File: src/rtl/cdc_handshake_pkg.sv
// Shared types and defaults for the two-phase CDC request/ack sender.
// Timeout support is built only with CDC_HANDSHAKE_TIMEOUT_EN defined.
package cdc_handshake_pkg;

  typedef enum logic [1:0] {
    ST_STARTUP  = 2'd0,
    ST_IDLE     = 2'd1,
    ST_WAIT_ACK = 2'd2
  } state_e;

  localparam int DEF_SYNC_STAGES    = 2;
  localparam int DEF_TIMEOUT_CYCLES = 1023;

endpackage

File: src/rtl/logic_cross_clock.sv
// Multi-flop level synchroniser for a single asynchronous bit.
// Flops are intentionally unreset; the owner flushes them after reset.
module logic_cross_clock
  import cdc_handshake_pkg::*;
#(
  parameter int STAGES = DEF_SYNC_STAGES
) (
  input  logic clk,
  input  logic i_async,
  output logic o_sync
);

  logic [STAGES-1:0] r_sync;

  always_ff @(posedge clk) begin
    r_sync <= {r_sync[STAGES-2:0], i_async};
  end

  assign o_sync = r_sync[STAGES-1];

endmodule

File: src/rtl/cdc_handshake_tx.sv
// Two-phase request/ack sender: one AXI-stream word per toggle of xfer_req.
// Define CDC_HANDSHAKE_TIMEOUT_EN to add the sticky timeout output.
module cdc_handshake_tx
  import cdc_handshake_pkg::*;
#(
  parameter int WIDTH          = 8,
  parameter int SYNC_STAGES    = DEF_SYNC_STAGES,
  parameter int TIMEOUT_CYCLES = DEF_TIMEOUT_CYCLES
) (
  input  logic             clk,
  input  logic             sreset,
  input  logic             axis_i_tvalid,
  output logic             axis_i_tready,
  input  logic [WIDTH-1:0] axis_i_tdata,
  output logic [WIDTH-1:0] xfer_data,
  output logic             xfer_req,
  input  logic             xfer_ack,
`ifdef CDC_HANDSHAKE_TIMEOUT_EN
  output logic             timeout,
`endif
  output logic             busy
);

  localparam int SCW = $clog2(SYNC_STAGES);

  if (WIDTH < 1 || SYNC_STAGES < 2 || TIMEOUT_CYCLES < 1) begin : g_bad_param
    $error("cdc_handshake_tx: illegal parameter value");
  end

  state_e             r_state;
  state_e             w_state_nxt;
  logic [SCW-1:0]     r_scnt;
  logic [WIDTH-1:0]   r_data;
  logic               r_req;
  logic               w_ack_sync;
  logic               w_accept;
  logic               w_scnt_last;

  logic_cross_clock #(
    .STAGES (SYNC_STAGES)
  ) u_ack_sync (
    .clk     (clk),
    .i_async (xfer_ack),
    .o_sync  (w_ack_sync)
  );

  assign w_scnt_last = (r_scnt == SCW'(SYNC_STAGES - 1));

  always_comb begin
    w_state_nxt = r_state;
    w_accept    = 1'b0;
    unique case (1'b1)
      (r_state == ST_STARTUP): begin
        if (w_scnt_last) w_state_nxt = ST_IDLE;
      end
      (r_state == ST_IDLE): begin
        if (axis_i_tvalid) begin
          w_accept    = 1'b1;
          w_state_nxt = ST_WAIT_ACK;
        end
      end
      (r_state == ST_WAIT_ACK): begin
        if (w_ack_sync == r_req) w_state_nxt = ST_IDLE;
      end
      default: w_state_nxt = ST_STARTUP;
    endcase
  end

  always_ff @(posedge clk) begin
    if (sreset) begin
      r_state <= ST_STARTUP;
      r_scnt  <= '0;
      r_req   <= 1'b0;
      r_data  <= '0;
    end else begin
      r_state <= w_state_nxt;
      r_scnt  <= (r_state == ST_STARTUP) ? r_scnt + SCW'(1) : '0;
      if (w_accept) begin
        r_data <= axis_i_tdata;
        r_req  <= ~r_req;
      end
    end
  end

  assign axis_i_tready = (r_state == ST_IDLE);
  assign busy          = (r_state != ST_IDLE);
  assign xfer_data     = r_data;
  assign xfer_req      = r_req;

`ifdef CDC_HANDSHAKE_TIMEOUT_EN
  localparam int TCW = $clog2(TIMEOUT_CYCLES + 1);

  logic [TCW-1:0] r_tcnt;
  logic           r_timeout;

  // Flag only; the far side may still answer late, so keep waiting.
  always_ff @(posedge clk) begin
    if (sreset) begin
      r_tcnt    <= '0;
      r_timeout <= 1'b0;
    end else if (w_accept) begin
      r_tcnt <= '0;
    end else if (r_state == ST_WAIT_ACK &&
                 r_tcnt != TCW'(TIMEOUT_CYCLES)) begin
      r_tcnt <= r_tcnt + TCW'(1);
      if (r_tcnt == TCW'(TIMEOUT_CYCLES - 1)) r_timeout <= 1'b1;
    end
  end

  assign timeout = r_timeout;
`endif

endmodule

File: config.mk
export PLATFORM = sky130hd
export DESIGN_NAME = cdc_handshake_tx
export DESIGN_NICKNAME = d
export VERILOG_FILES = /design/src/rtl/cdc_handshake_pkg.sv /design/src/rtl/logic_cross_clock.sv /design/src/rtl/cdc_handshake_tx.sv
export SDC_FILE = /design/constraint.sdc
export NUM_CORES = 1
export LEC_CHECK = 0
export BUFFER_PORTS_ARGS = -buffer_cell sky130_fd_sc_hd__buf_2
export CORE_MARGIN = 1.5
export CORE_UTILIZATION = 45
export CTS_CLUSTER_SIZE = 30
export DETAILED_ROUTE_END_ITERATION = 8
export GPL_ROUTABILITY_DRIVEN = 0
export PLACE_DENSITY_LB_ADDON = 0.08
export REMOVE_ABC_BUFFERS = 1
export SYNTH_ARGS = -nofsm -noshare
export SYNTH_HDL_FRONTEND = slang
export SYNTH_SLANG_ARGS = --single-unit
File: constraint.sdc
create_clock -name clk -period 1.5 [get_ports clk]
set_input_delay 0.3 -clock clk [delete_from_list [all_inputs] [get_ports clk]]
set_output_delay 0.3 -clock clk [all_outputs]
set_load 0.005 [all_outputs]
# After elaboration in Yosys (flattened, before gate mapping)
# Index checks and enable logic that the tools add are counted.
# word_totals
input_bits,12
ff_bits,14
output_inout_bits,11
wordCells,24
# op_classes
n_eq_ne,7
add_sub_neg,1
n_mux,6
bitwise,2
n_reduce_logical,3
# ops
op,n
$mux W2,3
$pmux W2 S3,1
$ne A2 B1 Y1 const B,2
$ne A2 B2 Y1 const B,2
$reduce_and A3 Y1,1
$eq A2 B1 Y1 const B,1
$eq A2 B2 Y1 const B,1
$logic_not A2 Y1,1
$mux W1,2
$not A1 Y1,2
$reduce_or A2 Y1,1
$add A1 B1 Y1 const B,1
$eq A1 B1 Y1,1

# Depth between registers and ports, before layout
# depth
depth_word,3
mapped_depth,3
ltp_nobuf,3

# Cells and area by module
# Synthesis repeated with hierarchy kept, for this count alone.
# hier_totals
hier_cells,56
area_unflattened_um2,590.6
# by_module_without_submodules
module,cells_per_inst,seq_area_each_um2,area_per_inst_um2,instances
cdc_handshake_tx,54,240.2,550.5,1
logic_cross_clock,2,40.0,40.0,1

# Least setup slack after synthesis
# OpenSTA, ideal clock, no wires.
# synth_path
path_kind,reg2reg
from,reg r_state[0]
to,reg r_req (netlist: xfer_req)
period_less_slack_ps,1102
setup_ps,121
t_arrival_ps,980
required_ps,1379
path_stages_with_launch,4
path_buffers,1
slack_ps,398
cell_sequence,dfxtp_1 -> and3b_1 -> buf_6 -> mux2_4
# synth_via
elab_chain_cells,2
# synth_rtl
item,line_no,text
start: declaration,cdc_handshake_tx.sv:30,state_e r_state;
start signal: assignment,cdc_handshake_tx.sv:76,r_state <= w_state_nxt;
$eq A2 B1 Y1,cdc_handshake_tx.sv:56,(r_state == ST_IDLE): begin
$mux W1,cdc_handshake_tx.sv:52,unique case (1'b1)
end signal: assignment,cdc_handshake_tx.sv:80,r_req <= ~r_req;
end: declaration,cdc_handshake_tx.sv:34,logic r_req;
# No other way between the ends.
# A chain may end at the register's enable or synchronous reset.

# Worst setup path after layout
# layout_path
from,reg r_state[1]
to,out axis_i_tready
# layout_via
elab_chain_cells,1
# layout_rtl
item,line_no,text
$eq A2 B1 Y1,cdc_handshake_tx.sv:85,assign axis_i_tready = (r_state == ST_IDLE);
end: declaration,cdc_handshake_tx.sv:13,"output logic axis_i_tready,"
# No other way between the ends.

==> impl_metrics.env <==
export IMPL_io_pins=23
export IMPL_antenna_left=0
export IMPL_path_buf_inv=2
export IMPL_p_per_area_nw_per_um2=1090
export IMPL_cts_buffers=3
export IMPL_n_antenna_cell=0
export IMPL_tightest_slew_ps=310
export IMPL_synth_top_area_share_pct=47.5
export IMPL_cts_resized=0
export IMPL_post_dp_hpwl_um=733
export IMPL_postCtsSetupBuffers=0
export IMPL_synthCells=56
export IMPL_grt_pass1_vias=396
export IMPL_setup_viol=0
export IMPL_hold_viol=0
export IMPL_cp_arrival_ps=1030
export IMPL_fin_crit_sh_pct=88.5
export IMPL_cts_tree="done"
export IMPL_rsz0062_at_grt="no"
export IMPL_fin_skew_ps=1.91
export IMPL_fillerInstances=108
export IMPL_grt_max_degree=25
export IMPL_synth_seq_cells=14
export IMPL_cts_hold_buf=0
export IMPL_die_height_um=39.2
export IMPL_viasPerCell=4.82
export IMPL_crit_chain="nand2b_1, inv_2, buf_2"
export IMPL_clk_pin_slew_ps=80
export IMPL_synth_area_um2=591
export IMPL_slew_violations=0
export IMPL_min_period_ps=1330
export IMPL_synth_area_top_cells="dfxtp_1 47%, nand2b_1 18%, mux2i_1 14%"
export IMPL_yosysWarnings=0
export IMPL_cp_end_kind="output port"
export IMPL_drc=0
export IMPL_syn_to_final_growth_pct=25.6
export IMPL_critical_path_max_fanout=6
export IMPL_vias=453
export IMPL_io_buffers=22
export IMPL_die_w_um=39.2
export IMPL_core_um2=1170
export IMPL_wirelength_um=981
export IMPL_fmax_ghz=0.753
export IMPL_multi_input_area_um2=283
export IMPL_hold_path_class="input pin to register"
export IMPL_synth_cell_type_count=19
export IMPL_drive_gt1_share_pct=36.3
export IMPL_grt_usage_pct=16.0
export IMPL_syn_avg_cell_area_um2=10.5
export IMPL_cp_slowest_cell="dfxtp_1"
export IMPL_irDropWorstVdd_mv=0.668
export IMPL_yosysTopAreaCell="dfxtp_1"
export IMPL_crit_path_start_kind="register"
export IMPL_ys_seq_area_share_pct=47.5
export IMPL_overflow=0
export IMPL_max_stage_delay_ps=400
export IMPL_drtIter0Drc=6
export IMPL_firstDrtPassIters=4
export IMPL_initial_core_util_pct=50.4
export IMPL_clk_path_buf_depth=2
export IMPL_power_uw=811
export IMPL_cts_root_buf="clkbuf_4"
export IMPL_clk_latency_ps=270
export IMPL_tns_ps=0
export IMPL_status="complete, no violations"
export IMPL_required_ps=1200
export IMPL_relSlewSlack_pct=79.0
export IMPL_nNetsFinal=93
export IMPL_drv_cap=0
export IMPL_dieArea_um2=1540
export IMPL_crit_family="flip-flops"
export IMPL_regArea_um2=280
export IMPL_antenna_found_initial=0
export IMPL_clock_sinks=14
export IMPL_grt_first_pass_wirelength_um=1630
export IMPL_rows=12
export IMPL_power_leakage_uw=0.000335
export IMPL_wire_per_inst_um=10.4
export IMPL_cts_htree_levels=1
export IMPL_worstSetupPathType="register to output port"
==> sequential cells by signal, summed over array words and instances (netlist names) <==
| name | flops |
|---|---|
| u_ack_sync.r_sync | 2 |
| xfer_req | 1 |
| xfer_data | 8 |
| r_scnt | 1 |
| r_state | 2 |
==> cell families after synthesis <==
kind of cell    Yosys count  share of synthesized area [%]
compound gates            2                           3.18
flops                    14                           47.5
mux                       9                           16.1
buf+inv                   5                           4.66
xor+xnor                  1                           1.48
simple gates             25                           27.1
==> where the power goes <==
part           switching (uW)  internal (uW)  leakage [uW]
clock network             114            147     0.0000210
logic                    55.1           72.8      0.000199
registers                20.6            401      0.000115
total                     189            622      0.000335
==> worst paths after layout <==
kind | startpoint | endpoint | slack, ps | cells past startpoint
setup reg to reg | r_state[0] | xfer_data[5] | 300 | 3
hold reg to reg | u_ack_sync.r_sync[0] | u_ack_sync.r_sync[1] | 340 | 0
setup / recovery | r_state[1] | axis_i_tready | 170 | 3
hold / removal | xfer_ack | u_ack_sync.r_sync[0] | 120 | 1
==> cells in the mapped netlist (all sizes together) <==
| cell | instances |
|---|---|
| mux2i | 8 |
| nor4 | 1 |
| or3b | 1 |
| inv | 2 |
| mux2 | 1 |
| dfxtp | 14 |
| a221o | 1 |
| buf | 2 |
| nor3b | 1 |
| nor4b | 1 |
| and3b | 1 |
| nand2b | 17 |
| o32ai | 1 |
| xnor2 | 1 |
| clkbuf | 1 |
| nor2b | 1 |
| nor2 | 2 |
==> stage by stage <==
step	setup WS (ps)	utilization (%)	instances	hold WS [ps]	area (um2)
2_1_floorplan	247	-	53	310	571
3_3_place_gp	336	60.3	90	313	706
3_5_place_dp	303	60.3	90	322	706
4_1_cts	166	63.4	94	115	742
5_1_grt	95.8	63.4	94	100	742
6_report	173	63.4	94	123	742
==> placed cells by master, fill, tap and decap left out, drive strengths merged <==
cell type / count
nor4b: 1
xnor2: 1
nor4: 1
and3b: 1
buf: 23
o32ai: 1
or3b: 1
dfxtp: 14
mux2: 1
nand2b: 17
inv: 2
a221o: 1
nor2: 2
nor2b: 1
clkbuf: 4
mux2i: 8
nor3b: 1
==> layout make-up <==
type                       count  share of cell area [%]
tap                           14                    2.36
inverter                       2                    1.01
clock buffer                   4                    4.89
sequential                    14                    37.8
multi-input combinational     37                    38.1
timing repair buffer          23                    15.9
==> per-layer routing <==
| metal | vias up | track usage, % | wire length (um) | share of wire, % |
|---|---|---|---|---|
| met1 | 201 | 21.1 | 507 | 52 |
| met5 | - | 0 | 0 | 0 |
| li1 | 235 | - | - | - |
| met2 | 17 | 22.9 | 413 | 42 |
| met3 | 0 | 5.20 | 61 | 6.2 |
| met4 | 0 | 7.76 | 0 | 0 |
(Power assumes the default switching activity.)
